==> src/rtl/sync_fifo_pkg.sv <==
`default_nettype none
// +----------------------------------------------------------------------+
// | Module      : sync_fifo_pkg                                          |
// | Description : Shared defaults and width helpers for sync_fifo.       |
// | Revision    : 1.0 - initial release                                  |
// +----------------------------------------------------------------------+
package sync_fifo_pkg;

    localparam int FIFO_DEPTH = 16;
    localparam int FIFO_WIDTH = 8;

    // Widths for the default configuration.
    localparam int PTR_W = $clog2(FIFO_DEPTH);
    localparam int CNT_W = PTR_W + 1;

    // Pointer width for an arbitrary power-of-two depth.
    function automatic int ptr_width(input int depth);
        return $clog2(depth);
    endfunction

    // Count width: one extra bit so the value DEPTH itself is representable.
    function automatic int cnt_width(input int depth);
        return $clog2(depth) + 1;
    endfunction

endpackage : sync_fifo_pkg
`default_nettype wire

==> src/rtl/sync_fifo_mem.sv <==
`default_nettype none
// +----------------------------------------------------------------------+
// | Module      : sync_fifo_mem                                          |
// | Description : DEPTH x WIDTH register array, synchronous write,       |
// |               combinational read.                                    |
// | Revision    : 1.0 - initial release                                  |
// +----------------------------------------------------------------------+
module sync_fifo_mem
    import sync_fifo_pkg::*;
#(
    parameter int DEPTH = FIFO_DEPTH,
    parameter int WIDTH = FIFO_WIDTH
) (
    input  logic                         clk,
    input  logic                         we,
    input  logic [ptr_width(DEPTH)-1:0]  waddr,
    input  logic [WIDTH-1:0]             wdata,
    input  logic [ptr_width(DEPTH)-1:0]  raddr,
    output logic [WIDTH-1:0]             rdata
);

    logic [WIDTH-1:0] r_mem [DEPTH];

    // Storage is deliberately not reset; occupancy is tracked by the owner.
    always_ff @(posedge clk) begin
        if (we) begin
            r_mem[waddr] <= wdata;
        end
    end

    // Read is combinational so the owner can register it in the same edge.
    assign rdata = r_mem[raddr];

endmodule : sync_fifo_mem
`default_nettype wire

==> src/rtl/sync_fifo.sv <==
`default_nettype none
// +----------------------------------------------------------------------+
// | Module      : sync_fifo                                              |
// | Description : Single-clock FIFO with registered read data and        |
// |               count-decoded full/empty flags.                        |
// | Revision    : 1.0 - initial release                                  |
// +----------------------------------------------------------------------+
module sync_fifo
    import sync_fifo_pkg::*;
#(
    parameter int DEPTH = FIFO_DEPTH,
    parameter int WIDTH = FIFO_WIDTH
) (
    input  logic             clk,
    input  logic             rst,
    input  logic             wr_en,
    input  logic [WIDTH-1:0] din,
    output logic             full,
    input  logic             rd_en,
    output logic [WIDTH-1:0] dout,
    output logic             empty
);

    localparam int                 c_PTR_W    = ptr_width(DEPTH);
    localparam int                 c_CNT_W    = cnt_width(DEPTH);
    localparam logic [c_CNT_W-1:0] c_FULL_CNT = c_CNT_W'(DEPTH);

    logic [c_PTR_W-1:0] r_wr_ptr;
    logic [c_PTR_W-1:0] r_rd_ptr;
    logic [c_CNT_W-1:0] r_count;
    logic [WIDTH-1:0]   r_dout;
    logic [WIDTH-1:0]   w_rdata;
    logic               w_wr_ok;
    logic               w_rd_ok;

    // Flags decode straight from the count register.
    assign empty = (r_count == '0);
    assign full  = (r_count == c_FULL_CNT);

    // A read on a full FIFO frees the slot the write lands in this same edge.
    assign w_wr_ok = wr_en & (~full | rd_en);
    assign w_rd_ok = rd_en & ~empty;

    assign dout = r_dout;

    sync_fifo_mem #(
        .DEPTH (DEPTH),
        .WIDTH (WIDTH)
    ) u_mem (
        .clk   (clk),
        .we    (w_wr_ok),
        .waddr (r_wr_ptr),
        .wdata (din),
        .raddr (r_rd_ptr),
        .rdata (w_rdata)
    );

    // Pointer, occupancy and read-data registers.
    always_ff @(posedge clk or posedge rst) begin
        if (rst) begin
            r_wr_ptr <= '0;
            r_rd_ptr <= '0;
            r_count  <= '0;
            r_dout   <= '0;
        end else begin
            if (w_wr_ok) begin
                r_wr_ptr <= r_wr_ptr + c_PTR_W'(1);
            end
            if (w_rd_ok) begin
                r_rd_ptr <= r_rd_ptr + c_PTR_W'(1);
                r_dout   <= w_rdata;
            end
            case ({w_wr_ok, w_rd_ok})
                2'b10:   r_count <= r_count + c_CNT_W'(1);
                2'b01:   r_count <= r_count - c_CNT_W'(1);
                default: r_count <= r_count;
            endcase
        end
    end

endmodule : sync_fifo
`default_nettype wire

==> config.mk <==
export PLATFORM = sky130hd
export DESIGN_NAME = sync_fifo
export DESIGN_NICKNAME = d
export VERILOG_FILES = /design/src/rtl/sync_fifo_pkg.sv /design/src/rtl/sync_fifo_mem.sv /design/src/rtl/sync_fifo.sv
export SDC_FILE = /design/constraint.sdc
export NUM_CORES = 1
export LEC_CHECK = 0
export CORE_ASPECT_RATIO = 1.1
export CORE_MARGIN = 2
export CORE_UTILIZATION = 54
export DETAILED_ROUTE_END_ITERATION = 12
export PLACE_DENSITY = 0.75
export SLEW_MARGIN = 20
export SYNTH_ARGS = -nofsm -noshare
export SYNTH_HDL_FRONTEND = slang
export SYNTH_SLANG_ARGS = --single-unit
==> constraint.sdc <==
create_clock -name clk -period 2.7 [get_ports clk]
set_input_delay 0.405 -clock clk [delete_from_list [all_inputs] [get_ports clk]]
set_output_delay 0.405 -clock clk [all_outputs]
set_load 0.01 [all_outputs]
# Yosys cells after proc, flatten, opt, wreduce, memory -nomap -nowiden
# Memories as Yosys holds them, arrays and structs flattened. A register that Yosys moved wholly into a read port is not among the register bits.
# Index checks and enable logic that the tools add are counted.
word_totals:
  reg_bits: 13
  ramBits: 128
  inputBits: 12
  out_inout_bits: 10
  mem_count: 1
classes:
  addsub: 4
  eq_ne: 3
  muxes: 3
  bitwise: 5
  reduce_logical: 2
memory_table:
  columns: ["name", "depth", "word_bits", "read_ports", "rd_ports_with_merged_regs", "wr", "line", "text"]
  rows:
  - ["u_mem.r_mem", 16, 8, 1, 1, 1, "sync_fifo_mem.sv:22", "logic [WIDTH-1:0] r_mem [DEPTH];"]
op_table:
  columns: ["op", "n"]
  rows:
  - ["$pmux W5 S2", 1]
  - ["$add A4 B1 Y4 const B", 2]
  - ["$add A5 B1 Y5 const B", 1]
  - ["$eq A5 B5 Y1 const B", 1]
  - ["$logic_not A5 Y1", 1]
  - ["$sub A5 B1 Y5 const B", 1]
  - ["$and A1 B1 Y1", 2]
  - ["$eq A2 B1 Y1 const B", 1]
  - ["$eq A2 B2 Y1 const B", 1]
  - ["$mux W1", 2]
  - ["$not A1 Y1", 2]
  - ["$reduce_bool A2 Y1", 1]
  - ["$or A1 B1 Y1", 1]

# Logic depth before layout (Yosys ltp)
depth:
  word_depth: 6
  mapped_depth: 13

# Modules after synthesis
# From an unflattened synthesis, not the netlist that was laid out.
hier_totals:
  cells_unflattened: 311
  area_unflattened_um2: 6133.4
modules_own_cells:
  columns: ["module", "n_inst", "cells_each", "area_each_um2", "seq_area_each_um2"]
  rows:
  - ["sync_fifo_mem", 1, 221, 4987.3, 3843.7]
  - ["sync_fifo", 1, 90, 1146.1, 525.5]

# Worst setup path after synthesis
# OpenSTA, ideal clock, no wires.
synth_path:
  path_kind: "register to register"
  start: "reg r_count[0]"
  end: "reg r_count[4]"
  setup_ps: 126
  arrival_time_ps: 2753
  slack_ps: -179
  stages_incl_launch_ff: 11
  synth_period_minus_slack_ps: 2879
  cell_sequence: "dfrtp_1 or4_4 o21ai_4 inv_1 ha_1 ha_1 nor2b_1 o21ai_0 a21oi_1 or3b_2 xnor2_1"
synth_via:
  word_cells_on_any_way: 13
synth_rtl:
  columns: ["element", "line", "text"]
  rows:
  - ["from (decl)", "sync_fifo.sv:30", "logic [c_CNT_W-1:0] r_count;"]
  - ["from (signal assigned)", "sync_fifo.sv:74", "2'b10: r_count <= r_count + c_CNT_W'(1);"]
  - ["from (signal assigned)", "sync_fifo.sv:75", "2'b01: r_count <= r_count - c_CNT_W'(1);"]
  - ["from (signal assigned)", "sync_fifo.sv:76", "default: r_count <= r_count;"]
  - ["$logic_not A5 Y1 *", "sync_fifo.sv:37", "assign empty = (r_count == '0);"]
  - ["$not A1 Y1 *", "sync_fifo.sv:42", "assign w_rd_ok = rd_en & ~empty;"]
  - ["$and A1 B1 Y1 *", "sync_fifo.sv:42", null]
  - ["net w_rd_ok", "sync_fifo.sv:34", "logic w_rd_ok;"]
  - ["$eq A2 B1 Y1 or $eq A2 B2 Y1 (tied branches)", "sync_fifo.sv:73", "case ({w_wr_ok, w_rd_ok})"]
  - ["$pmux W5 S2 or $reduce_bool A2 Y1 (tied branches)", null, null]
# The timed path passes the listed nets; every way through them passes the cells marked *.
# A chain may end at the register's enable or synchronous reset.

# Worst setup path after layout
layout_path:
  start: "reg r_count[0]"
  end: "reg r_count[4]"
layout_via:
  elab_chain_cells: 6
  word_cells_on_any_way: 13
layout_lines:
  columns: ["element", "line", "text"]
  rows:
  - ["$eq A5 B5 Y1", "sync_fifo.sv:38", "assign full = (r_count == c_FULL_CNT);"]
  - ["$not A1 Y1", "sync_fifo.sv:41", "assign w_wr_ok = wr_en & (~full | rd_en);"]
  - ["$or A1 B1 Y1", "sync_fifo.sv:41", null]
  - ["$and A1 B1 Y1", "sync_fifo.sv:41", null]
  - ["$eq A2 B1 Y1 or $eq A2 B2 Y1 (tied branches)", "sync_fifo.sv:73", null]
  - ["$pmux W5 S2 or $reduce_bool A2 Y1 (tied branches)", null, null]
# Parallel ways exist; a longest one is shown, timed or not.

==> run_summary.xml <==
<?xml version="1.0" encoding="UTF-8"?>
<metrics>
  <group name="clock_network">
    <metric name="cts_made_buffers" unit="">17</metric>
    <metric name="worstSkewPairLatency" unit="ns">0.41</metric>
    <metric name="holdBufCountCts" unit="">0</metric>
    <metric name="cts-root-to-sink-buffers" unit="">2</metric>
    <metric name="clkTransAtPathRegs" unit="ns">0.06</metric>
    <metric name="numClockSinks" unit="">149</metric>
    <metric name="htree_num_levels" unit="">4</metric>
    <metric name="tritoncts" unit="">built</metric>
    <metric name="clock_tree.root_cell" unit="">sky130_fd_sc_hd__clkbuf_16</metric>
  </group>
  <group name="final_layout">
    <metric name="multiInputGateArea" unit="µm²">1513</metric>
    <metric name="commonest_non_fill_non_tap_cell_in_the_layout" unit="">sky130_fd_sc_hd__edfxtp_1</metric>
    <metric name="layout-area-overhead-vs-synth" unit="%">21.60</metric>
    <metric name="leading_cell_types_in_the_layout_fill_and_taps_excluded" unit="">128 x sky130_fd_sc_hd__edfxtp_1, 33 x sky130_fd_sc_hd__mux4_2, 33 x sky130_fd_sc_hd__buf_4</metric>
    <metric name="final_net_count" unit="">398</metric>
    <metric name="ff_latch_area" unit="µm²">4370</metric>
    <metric name="core_util_final" unit="%">66.84</metric>
    <metric name="layout-drive-gt1-share" unit="%">29.31</metric>
    <metric name="fillerInstances" unit="">712</metric>
    <metric name="number_of_diodes_added_for_antenna_fixing" unit="">0</metric>
  </group>
  <group name="sta">
    <metric name="timing_worst_slew_pin_value" unit="ns">0.7817</metric>
    <metric name="slew_violations" unit="">0</metric>
    <metric name="final.hold.worst_slack" unit="ns">0.4439</metric>
    <metric name="final.setup.worst_slack" unit="ns">-0.03950</metric>
    <metric name="fmax" unit="MHz">365.0</metric>
    <metric name="final.period_utilization" unit="%">101.5</metric>
    <metric name="shortest_clock_period_the_worst_path_allows_after_layout" unit="ns">2.740</metric>
    <metric name="slew-limit-headroom" unit="%">47.83</metric>
    <metric name="rsz0062_at_grt" unit="">yes</metric>
    <metric name="final_setup_vio_count" unit="">1</metric>
    <metric name="worst_clock_skew" unit="ns">0.006932</metric>
    <metric name="timing_hold_violations_final" unit="">0</metric>
  </group>
  <group name="placement">
    <metric name="io_buffer_count" unit="">21</metric>
    <metric name="globalplace.congestion" unit="">0.7646</metric>
    <metric name="hpwl" unit="µm">6811</metric>
  </group>
  <group name="global_route">
    <metric name="via_count_of_the_first_global_routing_pass" unit="">3129</metric>
    <metric name="groute.layer.met1.usage" unit="%">25.78</metric>
    <metric name="grt_overflow" unit="">0</metric>
    <metric name="grt_pass1_wl" unit="µm">17570</metric>
    <metric name="grt_max_degree" unit="">36</metric>
    <metric name="number_of_antenna_violations_at_the_first_check_in_global_routing" unit="">0</metric>
    <metric name="globalRouteMet2Util" unit="%">35.00</metric>
    <metric name="most_congested_layer_reported_by_global_routing" unit="">met2</metric>
    <metric name="track_usage" unit="%">20.77</metric>
    <metric name="met3_usage" unit="%">5.314</metric>
  </group>
  <group name="worst_setup_path">
    <metric name="worst-path-max-fanout" unit="">4</metric>
    <metric name="r2r-end" unit="">r_count[4]</metric>
    <metric name="cp-start-kind" unit="">flip-flop</metric>
    <metric name="timing_worst_setup_path_type" unit="">flip-flop to flip-flop</metric>
    <metric name="cp-startpoint" unit="">r_count[0]</metric>
    <metric name="cp.arrival" unit="ns">3.04</metric>
    <metric name="worst_r2r_startpoint" unit="">r_count[0]</metric>
    <metric name="worstPathRequired" unit="ns">3.00</metric>
    <metric name="setup.reg_to_reg.worst_slack" unit="ns">-0.04</metric>
    <metric name="critical_path.endpoint_type" unit="">flip-flop</metric>
    <metric name="ff2ff_path_depth" unit="">13</metric>
    <metric name="critical_path.endpoint" unit="">r_count[4]</metric>
  </group>
  <group name="floorplanning">
    <metric name="design.die.area" unit="µm²">11860</metric>
    <metric name="total_core_area" unit="µm²">10810</metric>
    <metric name="core.rowCount" unit="">40</metric>
    <metric name="die_width" unit="µm">104.0</metric>
    <metric name="io_pins" unit="">22</metric>
    <metric name="initial_core_util" unit="%">54.97</metric>
    <metric name="chipHeight" unit="µm">114.0</metric>
  </group>
  <group name="logic_synthesis">
    <metric name="mappedNetlistNets" unit="">339</metric>
    <metric name="synth.lib_cells_used.distinct" unit="">30</metric>
    <metric name="yosys_warning_total" unit="">0</metric>
    <metric name="syn-instance-count" unit="">317</metric>
    <metric name="netlist_area" unit="µm²">5942</metric>
    <metric name="post_synth_top_area_cell" unit="">sky130_fd_sc_hd__edfxtp_1</metric>
    <metric name="ys_ff_latch" unit="">149</metric>
    <metric name="post_synth.cell_area_avg" unit="µm²">18.74</metric>
    <metric name="synth_top_area_share" unit="%">64.69</metric>
    <metric name="cell_types_occupying_the_most_area_after_synthesis" unit="">sky130_fd_sc_hd__edfxtp_1 65%, sky130_fd_sc_hd__mux4_2 13%, sky130_fd_sc_hd__dfrtp_1 8.8%, sky130_fd_sc_hd__ha_1 1.9%, sky130_fd_sc_hd__nand2_1 1.9%</metric>
    <metric name="synth_sequential_area_ratio" unit="%">73.53</metric>
  </group>
  <group name="run">
    <metric name="count_of_maximum_capacitance_violations" unit="">0</metric>
  </group>
  <group name="drt">
    <metric name="drt-pass1-iter-count" unit="">4</metric>
    <metric name="detailroute.via_count" unit="">3036</metric>
    <metric name="drt_iter0_drc" unit="">198</metric>
    <metric name="drt-total-wl" unit="µm">11570</metric>
    <metric name="routed_wire_length_per_instance" unit="µm">21.59</metric>
    <metric name="drc_errors" unit="">0</metric>
    <metric name="antenna_violating_nets_post_route" unit="">0</metric>
    <metric name="route.detailed.vias_per_inst" unit="">5.664</metric>
  </group>
  <group name="pwr">
    <metric name="power.density" unit="nW/µm²">1089</metric>
    <metric name="power.ir.vdd_worst" unit="mV">0.5507</metric>
    <metric name="total_leakage_power" unit="nW">2.539</metric>
  </group>
  <group name="outcome">
    <metric name="run_status" unit="">complete, but fails checks</metric>
    <metric name="failed_checks" unit="">setup timing</metric>
  </group>
  <group name="hold_path">
    <metric name="worst_hold_path_type" unit="">primary input to async pin</metric>
  </group>
</metrics>
cell type report:
class | instances | area share [%]
Timing Repair Buffer | 56 | 6.771
Clock inverter | 14 | 2.771
Clock buffer | 18 | 5.939
Sequential cell | 149 | 60.48
Inverter | 10 | 0.5541
Tap cell | 147 | 2.545
Multi-Input combinational cell | 142 | 20.94
through the flow:
step	TNS [ns]	instances	total power, mW	setup slack (ns)	instance area, µm²
2_1_floorplan	0	317	4.580	0.0004183	5968
3_3_place_gp	-0.04820	499	5.271	-0.04820	6523
3_5_place_dp	-0.1074	499	5.328	-0.1074	6523
4_1_cts	0	532	7.844	0.002519	7162
5_1_grt	-0.1469	536	8.243	-0.1469	7226
6_report	-0.03950	536	7.870	-0.03950	7226
where the power goes:
group | switching [mW] | internal (mW) | total [mW]
combinational | 1.14 | 1.17 | 2.32
sequential | 0.209 | 2.87 | 3.07
clock | 0.918 | 1.56 | 2.48
total | 2.27 | 5.60 | 7.87
Yosys cell counts, drive strengths merged:
cell type / count
o21ai: 12
buf: 10
mux4: 33
edfxtp: 128
clkbuf: 6
mux2i: 8
dfrtp: 21
fa: 1
nand4: 2
inv: 10
ha: 9
xor2: 2
nor2: 13
nor3: 4
or3b: 1
a21oi: 2
or2: 1
nor4: 1
a21o: 1
or4: 1
nand3: 1
nand2b: 3
nand2: 30
nor2b: 1
xnor2: 8
o221ai: 7
o21a: 1
registers in the layout (all words and copies together) (netlist names):
signal	cells
dout	8
r_count	5
r_rd_ptr	4
r_wr_ptr	4
u_mem.r_mem	128
layer usage:
metal,vias to the layer above,part of all wire [%]
li1,1364,-
met1,1568,43
met2,84,51
met3,20,4.4
met4,0,2.1
met5,-,0
what timing repair did:
item / CTS / global route
gates cloned: 0 / 0
endpoints found under the setup margin: 1 / 1
buffers inserted: 1 / 4
pin swaps: 4 / 10
gates resized for setup: 2 / 8
critical path, cell delays in order (launching register included):
cell and delay (ns):
sky130_fd_sc_hd__dfrtp_1 0.38, sky130_fd_sc_hd__buf_6 0.12, sky130_fd_sc_hd__nor4_2 0.28, sky130_fd_sc_hd__nand2_1 0.13
sky130_fd_sc_hd__o21a_1 0.24, sky130_fd_sc_hd__inv_2 0.07, sky130_fd_sc_hd__ha_4 0.17, sky130_fd_sc_hd__inv_4 0.05
sky130_fd_sc_hd__fa_2 0.41, sky130_fd_sc_hd__nor2b_4 0.12, sky130_fd_sc_hd__o21ai_2 0.06, sky130_fd_sc_hd__nand3_1 0.07
sky130_fd_sc_hd__or3b_4 0.39, sky130_fd_sc_hd__xnor2_2 0.13
cell families (layout without fill, tap and decap cells):
group           after synthesis  in the layout  share of synthesized area, %
mux                          41             41                         13.86
fa+ha+maj                    10             10                         2.232
buf+inv                      26             98                         1.937
simple gates                 58             58                         4.317
xor+xnor                     10             10                         1.474
flops                       149            149                         73.53
compound gates               23             23                         2.653
how the worst min path moves through the flow:
| stage | startpoint | endpoint | slack [ns] |
|---|---|---|---|
| 2_1_floorplan | rst | dout[0] | 0.38 |
| 4_1_cts | rst | r_wr_ptr[3] | 0.46 |
| 6_report | rst | dout[6] | 0.44 |
| 3_5_place_dp | dout[1] | dout[1] | 0.47 |
| 3_3_place_gp | dout[2] | dout[2] | 0.46 |
| 5_1_grt | rst | dout[7] | 0.51 |
No activity file was read; power rests on OpenSTA's default activity.
